## config.mk

```make
export PLATFORM = sky130hd
export DESIGN_NAME = goodcrc_tx
export DESIGN_NICKNAME = d
export VERILOG_FILES = /design/src/rtl/tcpc_pkg.sv /design/src/rtl/goodcrc_tx.sv
export SDC_FILE = /design/constraint.sdc
export NUM_CORES = 1
export LEC_CHECK = 0
export ABC_AREA = 0
export CORE_MARGIN = 2
export CORE_UTILIZATION = 49
export CTS_CLUSTER_DIAMETER = 60
export DETAILED_ROUTE_END_ITERATION = 10
export GPL_TIMING_DRIVEN = 0
export PLACE_DENSITY = 0.89
export SLEW_MARGIN = 20
export SYNTH_ARGS = -nofsm -noshare
export SYNTH_HDL_FRONTEND = slang
export SYNTH_SLANG_ARGS = --single-unit
```

## constraint.sdc

```tcl
create_clock -name clk -period 2.1 [get_ports clk]
set_input_delay 0.21 -clock clk [delete_from_list [all_inputs] [get_ports clk]]
set_output_delay 0.21 -clock clk [all_outputs]
set_load 0.1 [all_outputs]
```

## src/rtl/tcpc_pkg.sv

```systemverilog
// Shared TCPC protocol-layer types: GoodCRC transmitter states and the
// message header field positions (also used by the Rx header parser).
package tcpc_pkg;

  typedef enum logic [2:0] {
    ST_IDLE,
    ST_WAIT_BUS,
    ST_SEND_B0,
    ST_SEND_B1,
    ST_WAIT_DONE
  } goodcrc_tx_state_t;

  localparam logic [4:0] MSG_TYPE_GOODCRC = 5'b00001;

  localparam int HDR_MSG_TYPE_LSB = 0;
  localparam int HDR_DATA_ROLE    = 5;
  localparam int HDR_SPEC_REV_LSB = 6;
  localparam int HDR_POWER_ROLE   = 8;
  localparam int HDR_MSG_ID_LSB   = 9;
  localparam int HDR_NUM_DO_LSB   = 12;
  localparam int HDR_EXTENDED     = 15;

  function automatic logic [15:0] buildGoodCrcHdr(
    input logic [2:0] msgId,
    input logic [1:0] specRev,
    input logic       powerRole,
    input logic       dataRole
  );
    logic [15:0] h;
    h = '0;
    h[HDR_MSG_TYPE_LSB +: 5] = MSG_TYPE_GOODCRC;
    h[HDR_DATA_ROLE]         = dataRole;
    h[HDR_SPEC_REV_LSB +: 2] = specRev;
    h[HDR_POWER_ROLE]        = powerRole;
    h[HDR_MSG_ID_LSB +: 3]   = msgId;
    h[HDR_NUM_DO_LSB +: 3]   = 3'b000;
    h[HDR_EXTENDED]          = 1'b0;
    return h;
  endfunction

endpackage

```

## src/rtl/goodcrc_tx.sv

```systemverilog
// GoodCRC transmitter: builds the acknowledgement header for a received
// message, streams it as two bytes to the PHY and reports complete/discard.
module goodcrc_tx
  import tcpc_pkg::*;
#(
  parameter int BUS_IDLE_TIMEOUT = 16,
  parameter int DONE_TIMEOUT     = 64,
  parameter int CNT_W            = 8
) (
  input  logic       clk,
  input  logic       reset,
  input  logic       rx_msg_valid,
  input  logic [2:0] rx_msg_id,
  input  logic [1:0] cfg_spec_rev,
  input  logic       cfg_power_role,
  input  logic       cfg_data_role,
  input  logic       bus_idle,
  input  logic       phy_tx_ready,
  input  logic       phy_tx_done,
  output logic [7:0] phy_tx_data,
  output logic       phy_tx_valid,
  output logic       phy_tx_last,
  output logic       tx,
  output logic       GoodCRC_Transmission_complete,
  output logic       GoodCRC_Message_discarded_bus_Idle
);

  localparam logic [CNT_W-1:0] BUS_LAST  = CNT_W'(BUS_IDLE_TIMEOUT - 1);
  localparam logic [CNT_W-1:0] DONE_LAST = CNT_W'(DONE_TIMEOUT - 1);

  goodcrc_tx_state_t state, stateNxt;
  logic [CNT_W-1:0]  cnt, cntNxt;
  logic [15:0]       hdr, hdrNxt, newHdr;
  logic              completeQ, discardQ, completeNxt, discardNxt;
  logic              hs;

  assign newHdr = buildGoodCrcHdr(rx_msg_id, cfg_spec_rev, cfg_power_role, cfg_data_role);
  assign hs     = phy_tx_valid & phy_tx_ready;

  always_ff @(posedge clk or posedge reset) begin
    if (reset) begin
      state     <= ST_IDLE;
      cnt       <= '0;
      hdr       <= '0;
      completeQ <= 1'b0;
      discardQ  <= 1'b0;
    end else begin
      state     <= stateNxt;
      cnt       <= cntNxt;
      hdr       <= hdrNxt;
      completeQ <= completeNxt;
      discardQ  <= discardNxt;
    end
  end

  always_comb begin
    stateNxt    = state;
    cntNxt      = cnt;
    hdrNxt      = hdr;
    completeNxt = 1'b0;
    discardNxt  = 1'b0;
    case (state)
      ST_IDLE: begin
        if (rx_msg_valid) begin
          hdrNxt   = newHdr;
          cntNxt   = '0;
          stateNxt = ST_WAIT_BUS;
        end
      end
      ST_WAIT_BUS: begin
        // A newer message supersedes the pending ack, even if the bus is idle.
        if (rx_msg_valid) begin
          discardNxt = 1'b1;
          hdrNxt     = newHdr;
          cntNxt     = '0;
        end else if (bus_idle) begin
          cntNxt   = '0;
          stateNxt = ST_SEND_B0;
        end else if (cnt == BUS_LAST) begin
          discardNxt = 1'b1;
          cntNxt     = '0;
          stateNxt   = ST_IDLE;
        end else begin
          cntNxt = cnt + 1'b1;
        end
      end
      ST_SEND_B0: begin
        if (hs) stateNxt = ST_SEND_B1;
      end
      ST_SEND_B1: begin
        if (hs) begin
          cntNxt   = '0;
          stateNxt = ST_WAIT_DONE;
        end
      end
      ST_WAIT_DONE: begin
        // A done arriving on the timeout cycle still counts as success.
        if (phy_tx_done) begin
          completeNxt = 1'b1;
          cntNxt      = '0;
          stateNxt    = ST_IDLE;
        end else if (cnt == DONE_LAST) begin
          discardNxt = 1'b1;
          cntNxt     = '0;
          stateNxt   = ST_IDLE;
        end else begin
          cntNxt = cnt + 1'b1;
        end
      end
      default: stateNxt = ST_IDLE;
    endcase
  end

  always_comb begin
    phy_tx_valid = (state == ST_SEND_B0) || (state == ST_SEND_B1);
    phy_tx_last  = (state == ST_SEND_B1);
    tx           = phy_tx_valid || (state == ST_WAIT_DONE);
    phy_tx_data  = 8'h00;
    if (state == ST_SEND_B0)      phy_tx_data = hdr[7:0];
    else if (state == ST_SEND_B1) phy_tx_data = hdr[15:8];
  end

  assign GoodCRC_Transmission_complete      = completeQ;
  assign GoodCRC_Message_discarded_bus_Idle = discardQ;

endmodule

```

==> Yosys cells after proc, flatten, opt, wreduce, memory -nomap -nowiden <==
Index checks and enable logic that the tools add are counted.
{ "totals": {"reg_bits": 21, "input_bits": 13, "out_inout_bits": 13, "wordCells": 54} }
{ "op_classes": {"n_addsub": 1, "n_eq_ne": 12, "muxes": 27, "n_bitwise": 1, "reduce_logical": 8} }
{ "op_table": {"columns": ["operator", "n"], "rows": [
  ["2-to-1 mux 8 bit", 8],
  ["one-hot mux 8 bit (4 select lines)", 1],
  ["2-to-1 mux 3 bit", 8],
  ["one-hot mux 3 bit (5 select lines)", 1],
  ["adder 8 x 1 -> 8 bit, second input constant", 1],
  ["== test 8 x 4 -> 1 bit, second input constant", 1],
  ["== test 8 x 6 -> 1 bit, second input constant", 1],
  ["2-to-1 mux 1 bit", 7],
  ["== test 3 x 2 -> 1 bit, second input constant", 2],
  ["inequality test 2 bit, second input constant", 3],
  ["inequality test 3 bit, second input constant", 2],
  ["AND reduction 6 bit", 1],
  ["2-to-1 mux 4 bit", 1],
  ["nonzero test 4 bit", 1],
  ["== test 3 x 1 -> 1 bit, second input constant", 1],
  ["== test 3 bit, second input constant", 1],
  ["zero test 3 bit", 1],
  ["AND reduction 3 bit", 1],
  ["logical OR 1 bit", 2],
  ["inequality test 2 x 1 -> 1 bit, second input constant", 1],
  ["one-hot mux 1 bit (2 select lines)", 1],
  ["AND reduction 2 bit", 1],
  ["OR reduction 2 bit", 1],
  ["AND 1 bit", 1]
]} }

==> Longest topological paths before layout <==
{ "depth": {"ltp_word": 5, "mapped_depth": 6, "ltp_nobuf": 5} }

==> Least setup slack after synthesis <==
OpenSTA, ideal clock, no wires.
{ "synth_path": {"path_type": "reg2out", "startpoint": "reg state[2]", "endpoint": "out phy_tx_data[5]", "arrival_time_ns": 2.928, "required_time_ns": 1.890, "path_slack_ns": -1.038, "stages_incl_launch_ff": 4, "path_buffers": 1, "cell_sequence": "dfrtp_1 buf_6 nand2b_1 nor3b_1"} }
{ "synth_between": {"elab_chain_cells": 2} }
{ "synth_lines": {"columns": ["element", "line", "source"], "rows": [
  ["start, declared", "goodcrc_tx.sv:31", "goodcrc_tx_state_t state, stateNxt;"],
  ["start signal, assigned", "goodcrc_tx.sv:48", "state <= stateNxt;"],
  ["== test 3 x 2 -> 1 bit", "goodcrc_tx.sv:119", "if (state == ST_SEND_B0) phy_tx_data = hdr[7:0];"],
  ["2-to-1 mux 8 bit", "goodcrc_tx.sv:119", null],
  ["end, declared", "goodcrc_tx.sv:20", "output logic [7:0] phy_tx_data,"]
]} }
Every way passes these cells.

==> Worst setup path after layout <==
{ "layout_path": {"startpoint": "reg state[2]", "endpoint": "out phy_tx_valid"} }
{ "layout_between": {"elab_chain_cells": 2} }
{ "layout_lines": {"columns": ["element", "line", "source"], "rows": [
  ["== test 3 x 2 -> 1 bit", "goodcrc_tx.sv:115", "phy_tx_valid = (state == ST_SEND_B0) || (state == ST_SEND_B1);"],
  ["logical OR 1 bit (*)", "goodcrc_tx.sv:115", null],
  ["end, declared", "goodcrc_tx.sv:21", "output logic phy_tx_valid,"]
]} }
Every way passes the cells marked *; elsewhere a longest branch is shown, timed or not.

==> metrics <==
CTS tree yes; Max-Slew Margin vs Limit 0.3600; Starting DRT DRC Count 36; first-pass GRT wire length 4091 microns; PD cells 1397 nW/um^2; synth top area cells dfrtp_1 (44%), mux2_2 (7.6%), nand2_1 (2.8%); compound-gate portion of the synthesized area 0.1616; die height 53.33 microns; worst slew pin tran 957.0 ps; Post-CTS Setup Inserts 0; # DRC 0; dpl cells 169; Syn Inst Count 117; Layout Nets 160; CP Data Arrival Time 1810 ps; leakage power total 0.6533 nW; asr flop ratio synth 1.000; fin. max-slew vios 0; Synth Area in Adders 0.01049; Mean Syn Cell Area 10.19 sq um; Antenna Nets Post-Route 0; GR Util met1 0.2274; Max H-tree Level 1; top cell type's share of synthesized area 0.4407; status complete, no violations; DIE AREA 2844 sq um; Post-synth EDFFs 0; DR pass1 iterations 4; part of the cycle the worst path needs 0.9604; Seq cells post-synth 21; die width 53.33 microns; clock root cell clkbuf_4; largest buffer count on any clock path 2; syn_nets 131; gr ovfl total 0; layout cell share with drive strength beyond 1 0.3448; crit end category output port; post-synthesis xor/xnor area fraction 0; Worst-Skew Late Latency 320 ps; via count 980; placed inst area 1494 sq um; multi-input logic area 630.6 sq um; Top FF cell, synth dfrtp_1; sequential-to-total area share from yosys stat 0.4407; mux contribution to synthesized area 0.1007; Final Setup Violations 0; # rows 17; flip-flop and latch area 525.5 sq um; hold buffers post-CTS 0; Post-CTS Resized 52; number of clock sinks 21; Post-Layout Cell Count 173; Max Fclk 495.8 MHz; crit path max fanout 10; synthesis-to-finish area growth 25.29%; CP Class reg -> out; Core Util, Final 0.6626; Data required, critical path 1890 ps; largest net degree at the start of global routing 22; largest family of logic cells by synthesized area simple AND/OR/NAND/NOR gates; vias in the first global route 965; CTS Buf Count 3; max-cap violations 0; Power, Total 2.087 mW; VDD IR max 1.325 mV; Hold Fails Final Rpt 0; Cell variety after synth 49; initial antenna violation count 0; fillers 194; clk slew on worst S/H paths 120 ps; worst slack, placed -374.3 ps; fin area 1494 sq um; PortBufs 24; worst clock skew 2.720 ps; Final min period 2017 ps; Ports 26; most used routing layer met2; GP Congestion 0.8327; Ys Warns 0; Mapped Area 1192 sq um; initial core utilization 0.5289; post-route setup slack 83.13 ps; vias per std cell 5.665; Synth area leader dfrtp_1; RSZ-0062 raised after global routing no; Total Wirelength 2461 microns; met3 Use GR 0.02825; Worst setup SP type register; Core Area 2255 sq um; wire per inst 14.23 microns; grt met2 use 0.3580; Hold Crit Class in -> async; hpwl dp 1850 microns; Simple-Gate Fraction of Synth Area 0.2319; antenna diode count 0; total routing usage reported by global routing 0.1989
[sequential cells by signal, indices dropped and copies added, names as in the netlist]
signal	count
hdr	8
state	3
cnt	8
GoodCRC_Message_discarded_bus_Idle	1
GoodCRC_Transmission_complete	1
[power breakdown]
part	leakage, nW	internal (mW)	total (mW)	switching, mW
clock network	0.0177	0.0714	0.206	0.135
registers	0.267	0.516	0.566	0.0498
logic	0.369	0.378	1.32	0.937
total	0.653	0.965	2.09	1.12
[final timing paths]
path	start	to	slack, ps	cells after the start
worst max-delay path	state[2]	phy_tx_valid	80	4
max in group asynchronous	reset	state[2]	1300	2
worst min register to register	hdr[9]	hdr[9]	510	1
worst max register to register	cnt[1]	cnt[0]	160	6
worst min-delay path	reset	hdr[10]	320	2
min in group clk	phy_tx_done	GoodCRC_Transmission_complete	470	3
[synthesized netlist by cell type, types with 2 or more instances]
library cell and count:
nor3_1 2, buf_2 3, nor3b_1 3, a31oi_1 2
o22ai_1 2, nand2_1 9, nor2b_1 2, dfrtp_1 21
inv_1 4, nor3_2 2, nand2b_1 2, clkbuf_1 2
o21ai_1 3, o21ai_0 4, mux2i_1 3, nor2_1 8
nand3_1 2, and3_1 4, mux2_2 8, or2_2 2
[layout by cell type (no fill, tap or decap), drive strengths merged, types with 3 or more instances in the layout]
cell type      synthesis  layout
o21ai                  7       7
nor2                   8       8
and3                   4       4
nor3                   4       4
nor3b                  3       3
clkdlybuf4s50          0      14
nand2                  9       9
inv                    4       3
dfrtp                 21      21
buf                    5      13
clkbuf                 3       7
mux2                   8       8
mux2i                  3       3
[routing by layer]
| layer | part of all wire | up-vias | wire, microns |
|---|---|---|---|
| li1 | - | 479 | - |
| met1 | 0.43 | 478 | 1054 |
| met2 | 0.53 | 18 | 1307 |
| met3 | 0.023 | 5 | 56 |
| met4 | 0.017 | 0 | 42 |
| met5 | 0 | - | 0 |
[stage by stage]
step	hold WS (ps)	TNS, ps
after floorplan	186.5	-372.5
after global placement	455.4	-3041
after detailed placement	485.9	-3155
after CTS	350.9	0
after global routing	403.7	0
final	317.0	0
[cell families after synthesis]
family                   after synthesis
buffers and inverters                 12
AO/OA/AOI/OAI                         25
adder cells (fa/ha/maj)                1
multiplexers                          11
other                                  1
AND/OR/NAND/NOR                       46
flip-flops                            21
[worst max-delay path, cell delays in order, from the launching register on]
cell and delay [ps]:
dfrtp_1 390, buf_6 140, nand2b_2 260, clkinvlp_4 140, clkdlybuf4s15_2 560
[layout make-up]
class,instances,area share
Sequential cell,21,0.3518
Tap cell,28,0.02345
Clock inverter,1,0.003350
Buffer,8,0.03183
Inverter,4,0.01256
Timing Repair Buffer,24,0.1399
Multi-Input combinational cell,84,0.4221
Clock buffer,3,0.01508
(Power assumes the default switching activity.)
